===== config.mk =====
export PLATFORM = sky130hd
export DESIGN_NAME = block_interleaver
export DESIGN_NICKNAME = d
export VERILOG_FILES = /design/src/rtl/block_interleaver.sv
export SDC_FILE = /design/constraint.sdc
export NUM_CORES = 1
export LEC_CHECK = 0
export BUFFER_PORTS_ARGS = -buffer_cell sky130_fd_sc_hd__buf_4
export CAP_MARGIN = 20
export CORE_MARGIN = 3
export CORE_UTILIZATION = 64
export CTS_CLUSTER_DIAMETER = 40
export DETAILED_ROUTE_END_ITERATION = 16
export MAX_ROUTING_LAYER = met4
export PLACE_DENSITY = 0.8
export SYNTH_ARGS = -nofsm -noshare
export SYNTH_HDL_FRONTEND = slang
export SYNTH_SLANG_ARGS = --single-unit
export TNS_END_PERCENT = 1

===== constraint.sdc =====
create_clock -name Clock -period 6.7 [get_ports Clock]
set_clock_uncertainty 0.2 [all_clocks]
set_input_delay 0 -clock Clock [delete_from_list [all_inputs] [get_ports Clock]]
set_output_delay 0 -clock Clock [all_outputs]
set_load 0.005 [all_outputs]

===== src/rtl/block_interleaver.sv =====
// -----------------------------------------------------------------------------
// block_interleaver
//
// 802.11a transmit bit interleaver. Applies both standard permutations for
// every modulation. Bits are written into a ping-pong pair of banks at their
// permuted address and then read out of the other bank in natural order, so
// the block sustains one bit per clock.
//
// Each bank keeps its own latched mode (and Deint flag) and a full flag.
// A bank is filled only while it is not full and drained only while it is
// full, so the fill bank and the drain bank are never the same bank.
//
// Ports
//   Clock      rising-edge clock
//   Reset      asynchronous, active-high reset
//   Mode       modulation (0 BPSK, 1 QPSK, 2 16-QAM, 3 64-QAM), sampled
//              with the first bit of each symbol
//   Deint      (BLOCK_INTERLEAVER_DEINT_EN only) 1 = inverse permutation,
//              sampled with the first bit of each symbol
//   In_Data    coded input bit
//   In_Valid   In_Data valid
//   In_Ready   block accepts a bit this cycle
//   Out_Data   interleaved output bit (registered)
//   Out_Valid  Out_Data valid (registered)
//   Out_Ready  downstream accepts Out_Data
//
// Build option
//   BLOCK_INTERLEAVER_DEINT_EN  adds the Deint input and the inverse
//                               (receive-side) address generator.
// -----------------------------------------------------------------------------
module block_interleaver #(
    parameter int N_CBPS_MAX = 288,
    parameter int N_COLS     = 16
) (
    input  logic       Clock,
    input  logic       Reset,
    input  logic [1:0] Mode,
`ifdef BLOCK_INTERLEAVER_DEINT_EN
    input  logic       Deint,
`endif
    input  logic       In_Data,
    input  logic       In_Valid,
    output logic       In_Ready,
    output logic       Out_Data,
    output logic       Out_Valid,
    input  logic       Out_Ready
);

    localparam int AW = $clog2(N_CBPS_MAX);
    localparam int CW = $clog2(N_COLS);

    function automatic logic [AW-1:0] ncbps_f(input logic [1:0] m);
        case (m)
            2'd0:    ncbps_f = AW'(48);
            2'd1:    ncbps_f = AW'(96);
            2'd2:    ncbps_f = AW'(192);
            default: ncbps_f = AW'(288);
        endcase
    endfunction

    // Rows of the interleaver matrix: N_CBPS / 16.
    function automatic logic [AW-1:0] rows_f(input logic [1:0] m);
        case (m)
            2'd0:    rows_f = AW'(3);
            2'd1:    rows_f = AW'(6);
            2'd2:    rows_f = AW'(12);
            default: rows_f = AW'(18);
        endcase
    endfunction

    // s = max(N_BPSC/2, 1)
    function automatic logic [1:0] s_f(input logic [1:0] m);
        case (m)
            2'd0:    s_f = 2'd1;
            2'd1:    s_f = 2'd1;
            2'd2:    s_f = 2'd2;
            default: s_f = 2'd3;
        endcase
    endfunction

    function automatic logic [1:0] mod_inc(input logic [1:0] v, input logic [1:0] s);
        mod_inc = (v == s - 2'd1) ? 2'd0 : v + 2'd1;
    endfunction

    // ---------------------------------------------------------------- state
    logic                  wr_ptr_q, wr_ptr_d;
    logic [AW-1:0]         wr_cnt_q, wr_cnt_d;
    logic [CW-1:0]         col_q, col_d;
    logic [AW-1:0]         row_q, row_d;
    logic [AW-1:0]         i_q, i_d;
    logic [1:0]            rmod_q, rmod_d;
    logic [1:0]            cmod_q, cmod_d;
    logic [1:0]            full_q, full_d;
    logic [1:0][1:0]       mode_q, mode_d;
    logic                  rd_ptr_q, rd_ptr_d;
    logic [AW-1:0]         rd_cnt_q, rd_cnt_d;
    logic                  out_data_q, out_data_d;
    logic                  out_valid_q, out_valid_d;
    logic [N_CBPS_MAX-1:0] mem_q [2];

    // ------------------------------------------------------- write address
    logic [1:0]    wr_mode;
    logic [AW-1:0] wr_n, wr_rows, wr_addr, fwd_addr;
    logic [1:0]    wr_s;
    logic [2:0]    fwd_rot;
    logic          accept, wr_last;

    assign wr_mode = (wr_cnt_q == '0) ? Mode : mode_q[wr_ptr_q];
    assign wr_n    = ncbps_f(wr_mode);
    assign wr_rows = rows_f(wr_mode);
    assign wr_s    = s_f(wr_mode);
    assign accept  = In_Valid && In_Ready;
    assign wr_last = (wr_cnt_q == wr_n - AW'(1));

    // With i = rows*col + row and rows a multiple of s, i mod s == row mod s
    // and floor(16*i/N_CBPS) == col, so the rotation term reduces to
    // (row - col) mod s, tracked with two small mod-s counters.
    assign fwd_rot  = (rmod_q >= cmod_q) ? ({1'b0, rmod_q} - {1'b0, cmod_q})
                                         : ({1'b0, rmod_q} + {1'b0, wr_s} - {1'b0, cmod_q});
    assign fwd_addr = i_q - AW'(rmod_q) + AW'(fwd_rot[1:0]);

`ifdef BLOCK_INTERLEAVER_DEINT_EN
    logic [1:0]    deint_q, deint_d;
    logic [AW-1:0] dr_q, dr_d;
    logic [CW-1:0] dq_q, dq_d;
    logic [1:0]    dm_q, dm_d;
    logic [1:0]    dqm_q, dqm_d;
    logic          wr_deint;
    logic [2:0]    inv_sum, inv_rot;
    logic [AW-1:0] inv_addr;

    // Inverse path: j = rows*dq + dr. The s-group of j never crosses a row
    // boundary, so k = 16*(dr - j mod s + (j mod s + dq) mod s) + dq.
    assign wr_deint = (wr_cnt_q == '0) ? Deint : deint_q[wr_ptr_q];
    assign inv_sum  = {1'b0, dm_q} + {1'b0, dqm_q};
    assign inv_rot  = (inv_sum >= {1'b0, wr_s}) ? inv_sum - {1'b0, wr_s} : inv_sum;
    assign inv_addr = AW'(N_COLS) * (dr_q - AW'(dm_q) + AW'(inv_rot[1:0])) + AW'(dq_q);
    assign wr_addr  = wr_deint ? inv_addr : fwd_addr;
`else
    assign wr_addr  = fwd_addr;
`endif

    // ---------------------------------------------------------- read side
    logic          load, avail, rd_last;

    assign load    = !out_valid_q || Out_Ready;
    assign avail   = full_q[rd_ptr_q];
    assign rd_last = (rd_cnt_q == ncbps_f(mode_q[rd_ptr_q]) - AW'(1));

    // ------------------------------------------------------ next state
    always_comb begin
        wr_ptr_d    = wr_ptr_q;
        wr_cnt_d    = wr_cnt_q;
        col_d       = col_q;
        row_d       = row_q;
        i_d         = i_q;
        rmod_d      = rmod_q;
        cmod_d      = cmod_q;
        full_d      = full_q;
        mode_d      = mode_q;
        rd_ptr_d    = rd_ptr_q;
        rd_cnt_d    = rd_cnt_q;
        out_data_d  = out_data_q;
        out_valid_d = out_valid_q;
`ifdef BLOCK_INTERLEAVER_DEINT_EN
        deint_d     = deint_q;
        dr_d        = dr_q;
        dq_d        = dq_q;
        dm_d        = dm_q;
        dqm_d       = dqm_q;
`endif

        if (accept) begin
            if (wr_cnt_q == '0) begin
                mode_d[wr_ptr_q]  = Mode;
`ifdef BLOCK_INTERLEAVER_DEINT_EN
                deint_d[wr_ptr_q] = Deint;
`endif
            end
            if (wr_last) begin
                full_d[wr_ptr_q] = 1'b1;
                wr_ptr_d         = ~wr_ptr_q;
                wr_cnt_d         = '0;
                col_d            = '0;
                row_d            = '0;
                i_d              = '0;
                rmod_d           = '0;
                cmod_d           = '0;
`ifdef BLOCK_INTERLEAVER_DEINT_EN
                dr_d             = '0;
                dq_d             = '0;
                dm_d             = '0;
                dqm_d            = '0;
`endif
            end else begin
                wr_cnt_d = wr_cnt_q + AW'(1);
                if (col_q == CW'(N_COLS - 1)) begin
                    col_d  = '0;
                    cmod_d = '0;
                    row_d  = row_q + AW'(1);
                    rmod_d = mod_inc(rmod_q, wr_s);
                    i_d    = row_q + AW'(1);
                end else begin
                    col_d  = col_q + CW'(1);
                    cmod_d = mod_inc(cmod_q, wr_s);
                    i_d    = i_q + wr_rows;
                end
`ifdef BLOCK_INTERLEAVER_DEINT_EN
                if (dr_q == wr_rows - AW'(1)) begin
                    dr_d  = '0;
                    dm_d  = '0;
                    dq_d  = dq_q + CW'(1);
                    dqm_d = mod_inc(dqm_q, wr_s);
                end else begin
                    dr_d  = dr_q + AW'(1);
                    dm_d  = mod_inc(dm_q, wr_s);
                end
`endif
            end
        end

        if (load) begin
            if (avail) begin
                out_data_d  = mem_q[rd_ptr_q][rd_cnt_q];
                out_valid_d = 1'b1;
                if (rd_last) begin
                    full_d[rd_ptr_q] = 1'b0;
                    rd_ptr_d         = ~rd_ptr_q;
                    rd_cnt_d         = '0;
                end else begin
                    rd_cnt_d = rd_cnt_q + AW'(1);
                end
            end else begin
                out_valid_d = 1'b0;
            end
        end
    end

    always_ff @(posedge Clock or posedge Reset) begin
        if (Reset) begin
            wr_ptr_q    <= 1'b0;
            wr_cnt_q    <= '0;
            col_q       <= '0;
            row_q       <= '0;
            i_q         <= '0;
            rmod_q      <= '0;
            cmod_q      <= '0;
            full_q      <= '0;
            mode_q      <= '0;
            rd_ptr_q    <= 1'b0;
            rd_cnt_q    <= '0;
            out_data_q  <= 1'b0;
            out_valid_q <= 1'b0;
`ifdef BLOCK_INTERLEAVER_DEINT_EN
            deint_q     <= '0;
            dr_q        <= '0;
            dq_q        <= '0;
            dm_q        <= '0;
            dqm_q       <= '0;
`endif
        end else begin
            wr_ptr_q    <= wr_ptr_d;
            wr_cnt_q    <= wr_cnt_d;
            col_q       <= col_d;
            row_q       <= row_d;
            i_q         <= i_d;
            rmod_q      <= rmod_d;
            cmod_q      <= cmod_d;
            full_q      <= full_d;
            mode_q      <= mode_d;
            rd_ptr_q    <= rd_ptr_d;
            rd_cnt_q    <= rd_cnt_d;
            out_data_q  <= out_data_d;
            out_valid_q <= out_valid_d;
`ifdef BLOCK_INTERLEAVER_DEINT_EN
            deint_q     <= deint_d;
            dr_q        <= dr_d;
            dq_q        <= dq_d;
            dm_q        <= dm_d;
            dqm_q       <= dqm_d;
`endif
        end
    end

    // Bank storage is not reset: every location is rewritten before it is read.
    always_ff @(posedge Clock) begin
        if (accept) begin
            mem_q[wr_ptr_q][wr_addr] <= In_Data;
        end
    end

    assign In_Ready  = !full_q[wr_ptr_q];
    assign Out_Data  = out_data_q;
    assign Out_Valid = out_valid_q;

endmodule


==> impl_summary.log <==
INFO  metric cp_max_fo = 32
INFO  metric tritoncts_clock_tree = done
INFO  metric netlist-cell-type-count = 61
INFO  metric layout_min_cycle_time = between 6 and 7 ns
INFO  metric place_ws = between 0.2 and 0.25 ns
INFO  metric max-slew-margin-rel = 0.219
INFO  metric syn-cell-area = about 0.03 mm²
INFO  metric timing.setup.critical_path_class = reg2reg
INFO  metric power_leakage = around 10 nW
INFO  metric fmaxAchievable = between 150 and 200 MHz
INFO  metric postLayoutSetupSlackWorst = just over 0.4 ns
INFO  metric drt-vias-per-instance = 6.73
INFO  metric dp_cells = 2673
INFO  metric die_area = ~0.048 mm²
INFO  metric grt_max_degree = 244
INFO  metric die_width = approximately 220 µm
INFO  metric dpl_cell_area = 0.0299 mm²
INFO  metric cp-end-kind = register
INFO  metric worst_slew_pin_slew = between 1 and 1.5 ns
INFO  metric place.detailed.hpwl = 42.9 mm
INFO  metric finalCritPeriodShare = 0.939
INFO  metric gpl.final_weighted_congestion = 0.928
INFO  metric share_of_final_layout_standard_cells_stronger_than_drive_strength_1 = 0.195
INFO  metric cts_buffer_count = 79
INFO  metric area.growth.synth_to_final = 12.4%
INFO  metric global_route_wire_length_before_repair = about 110 mm
INFO  metric yosysTopAreaCell = sky130_fd_sc_hd__edfxtp_1
INFO  metric synth_enable_flop_cells = 576
INFO  metric cts-htree-levels = 3
INFO  metric routedWlPerCell = between 20 and 30 µm
INFO  metric grt_use_total = 0.333
INFO  metric crit_buf_inv = 4
INFO  metric final_util = 0.735
INFO  metric avg_cell_area_syn = approximately 13 µm²
INFO  metric worstHoldPathType = in2reg
INFO  metric clk_pin_slew = about 0.06 ns
INFO  metric crit_slowest_cell = sky130_fd_sc_hd__or4_4
INFO  metric critical_path_arrival = 6.40 ns
INFO  metric overflow_left_after_global_routing = 0
INFO  metric clock_sinks = 630
INFO  metric die-height = around 220 µm
INFO  metric timing.final.max_slew_violations = 0
INFO  metric post_synth_inst_count = around 2200
INFO  metric finalInstanceArea = ~0.033 mm²
INFO  metric antenna_violations_before_repair = 2
INFO  metric cts-root-buf = sky130_fd_sc_hd__clkbuf_16
INFO  metric timing.max_cap.violations = 0
INFO  metric setup_violations = 0
INFO  metric clk_latency = 0.63 ns
INFO  metric first_global_vias = roughly 19000
INFO  metric core_area = ~0.045 mm²
INFO  metric power.density = 450 mW/mm²
INFO  metric rows = 77
INFO  metric remaining_drc_errors = 0
INFO  metric design.final.nets = 2222
INFO  metric routed_wl = between 70 and 80 mm
INFO  metric number_of_hold_violations_in_the_final_report = 0
INFO  metric critical_path.top_delay_family = adder cells
INFO  metric yosys_register_bits = 630
INFO  metric port_buffers = 9
INFO  metric totalPowerFinal = 14.8 mW
INFO  metric ys.flop_type = sky130_fd_sc_hd__edfxtp_1
INFO  metric floorplan.io_pins = 10
INFO  metric syn-num-nets = 2219
INFO  metric synth.yosys.warnings = 0
INFO  metric power.ir.vdd_worst = ~0.68 mV
INFO  metric drt_antenna_net_count = 0
INFO  metric synth_sequential_area_ratio = 0.639
INFO  metric async_reset_ff_frac = 0.0857
INFO  metric grt_setup_unrepaired = true
INFO  metric synth_top_cells_by_area = sky130_fd_sc_hd__edfxtp_1 (59%), sky130_fd_sc_hd__mux4_2 (11%), sky130_fd_sc_hd__nor2_1 (6.9%)
INFO  metric clock_tree.buffer_depth = 3
INFO  metric timing.critical_path.from_type = register
INFO  metric share_of_yosys_cell_area_claimed_by_the_top_area_cell_type = 0.593
INFO  metric initial_utilization = 0.654
INFO  metric required = around 6.8 ns
INFO  metric dr_total_vias = between 15000 and 20000
INFO  metric layoutNonFillerInstCount = approximately 2800
INFO  metric max_stage_delay = roughly 0.55 ns
INFO  metric fillers = 2646
INFO  metric outcome = finished clean
INFO  metric iter_0_drt_violations = about 2900
INFO  metric drt_first_pass_iters = 6
-- registers in the layout, indices dropped and copies added (netlist names), 4 cells and up --
signal / count
col_q: 4
i_q: 9
mem_q: 576
mode_q: 4
rd_cnt_q: 9
row_q: 9
wr_cnt_q: 9
-- cell usage after synthesis (all sizes together), types with 15 or more instances --
library cell  instances
nor2                540
nor3                100
ha                   32
nand2               106
xnor2                25
nand4                35
mux2                 15
nand3                35
mux4                138
mux2i                42
inv                  39
a21oi                36
xor2                 15
clkbuf              132
buf                  45
edfxtp              576
dfrtp                54
o21ai                54
-- worst register-to-register path, stage by stage (launching register included) --
cell and delay (ns):
sky130_fd_sc_hd__dfrtp_1 0.42, sky130_fd_sc_hd__inv_1 0.08, sky130_fd_sc_hd__ha_1 0.13, sky130_fd_sc_hd__nor4b_1 0.21, sky130_fd_sc_hd__nand2_1 0.17, sky130_fd_sc_hd__mux2_2 0.36
sky130_fd_sc_hd__ha_2 0.23, sky130_fd_sc_hd__ha_1 0.28, sky130_fd_sc_hd__inv_1 0.04, sky130_fd_sc_hd__ha_1 0.18, sky130_fd_sc_hd__xnor2_1 0.13, sky130_fd_sc_hd__xnor2_1 0.20
sky130_fd_sc_hd__nand3b_1 0.09, sky130_fd_sc_hd__o21ai_0 0.08, sky130_fd_sc_hd__a22oi_1 0.11, sky130_fd_sc_hd__fa_1 0.52, sky130_fd_sc_hd__inv_1 0.07, sky130_fd_sc_hd__fa_1 0.49
sky130_fd_sc_hd__nor2b_1 0.13, sky130_fd_sc_hd__o21ai_1 0.09, sky130_fd_sc_hd__a21boi_2 0.17, sky130_fd_sc_hd__o21ai_1 0.10, sky130_fd_sc_hd__a21boi_2 0.18, sky130_fd_sc_hd__o21ai_1 0.09
sky130_fd_sc_hd__and3_1 0.20, sky130_fd_sc_hd__or4_4 0.55, sky130_fd_sc_hd__buf_16 0.23, sky130_fd_sc_hd__nor3_2 0.23
-- metal layers --
| layer | share of wire | global-route usage |
|---|---|---|
| met5 | 0 | - |
| met4 | 0.049 | 0.151 |
| met3 | 0.12 | 0.0885 |
| met2 | 0.48 | 0.495 |
| met1 | 0.35 | 0.437 |
-- cells in the final DEF (no fill, tap or decap), drive strengths merged, types with 36 or more instances in the layout --
| cell | count |
|---|---|
| edfxtp | 576 |
| nor2 | 540 |
| mux4 | 138 |
| nand2 | 106 |
| nor3 | 100 |
| clkbuf | 90 |
| buf | 87 |
| inv | 57 |
| dfrtp | 54 |
| o21ai | 54 |
| mux2i | 42 |
| a21oi | 36 |
-- final timing paths --
check,slack (ns),to,cells after the start,start
worst max-delay path,0.41,mem_q[1][258]$_DFFE_PP_,27,wr_cnt_q[0]$_DFFE_PP0P_
worst min-delay path,0.31,i_q[4]$_DFFE_PP0P_,6,In_Valid
worst max register to register,0.41,mem_q[1][258]$_DFFE_PP_,27,wr_cnt_q[0]$_DFFE_PP0P_
worst min register to register,0.32,col_q[1]$_DFFE_PP0P_,2,col_q[1]$_DFFE_PP0P_
max in group asynchronous,5.19,rd_cnt_q[0]$_DFFE_PP0P_,5,Reset
min in group asynchronous,0.54,Out_Valid$_DFFE_PP0N_,5,Reset
-- kinds of logic after synthesis --
group                      after synthesis  synth area share
buffers and inverters                  217            0.0315
and+or+nand+nor                        871             0.132
muxes                                  195             0.127
adders and majority gates               36            0.0165
AOI/OAI and AO/OA                      187            0.0420
DFF                                    630             0.639
xor gates and xnor gates                40            0.0120
-- power by group --
part	total [mW]	leakage [nW]	internal (mW)	switching [mW]
clock network	4.26	1.28	2.54	1.72
registers	4.58	5.86	4.44	0.143
logic	5.93	2.95	1.56	4.37
-- final cells by class --
cell class | count | area [µm²] | share of cell area
clock inverters | 55 | 613 | 0.0187
repair buffers | 99 | 883 | 0.0269
multi-input cells | 1329 | 9710 | 0.296
well taps | 592 | 741 | 0.0226
clock buffers | 88 | 2030 | 0.0619
inverters | 40 | 150 | 0.00458
flip-flops and latches | 630 | 18700 | 0.569
diodes | 4 | 10.0 | 0.000305
-- through the flow --
stage / setup TNS, ns / hold WS [ns]
floorplan: 0 / -0.101
global placement: 0 / 0.0513
detailed placement: 0 / 0.0542
CTS: 0 / 0.249
global route: -0.104 / 0.325
finish: 0 / 0.307
-- repair_timing --
item                                    4_1_cts  5_1_grt
hold buffers                                 10        0
endpoints found under the setup margin        0      178
resized for setup                             0        9
endpoints found under the hold margin       286        0
buffers inserted                              0        3
Note: power is estimated with default switching activity, not from simulation.
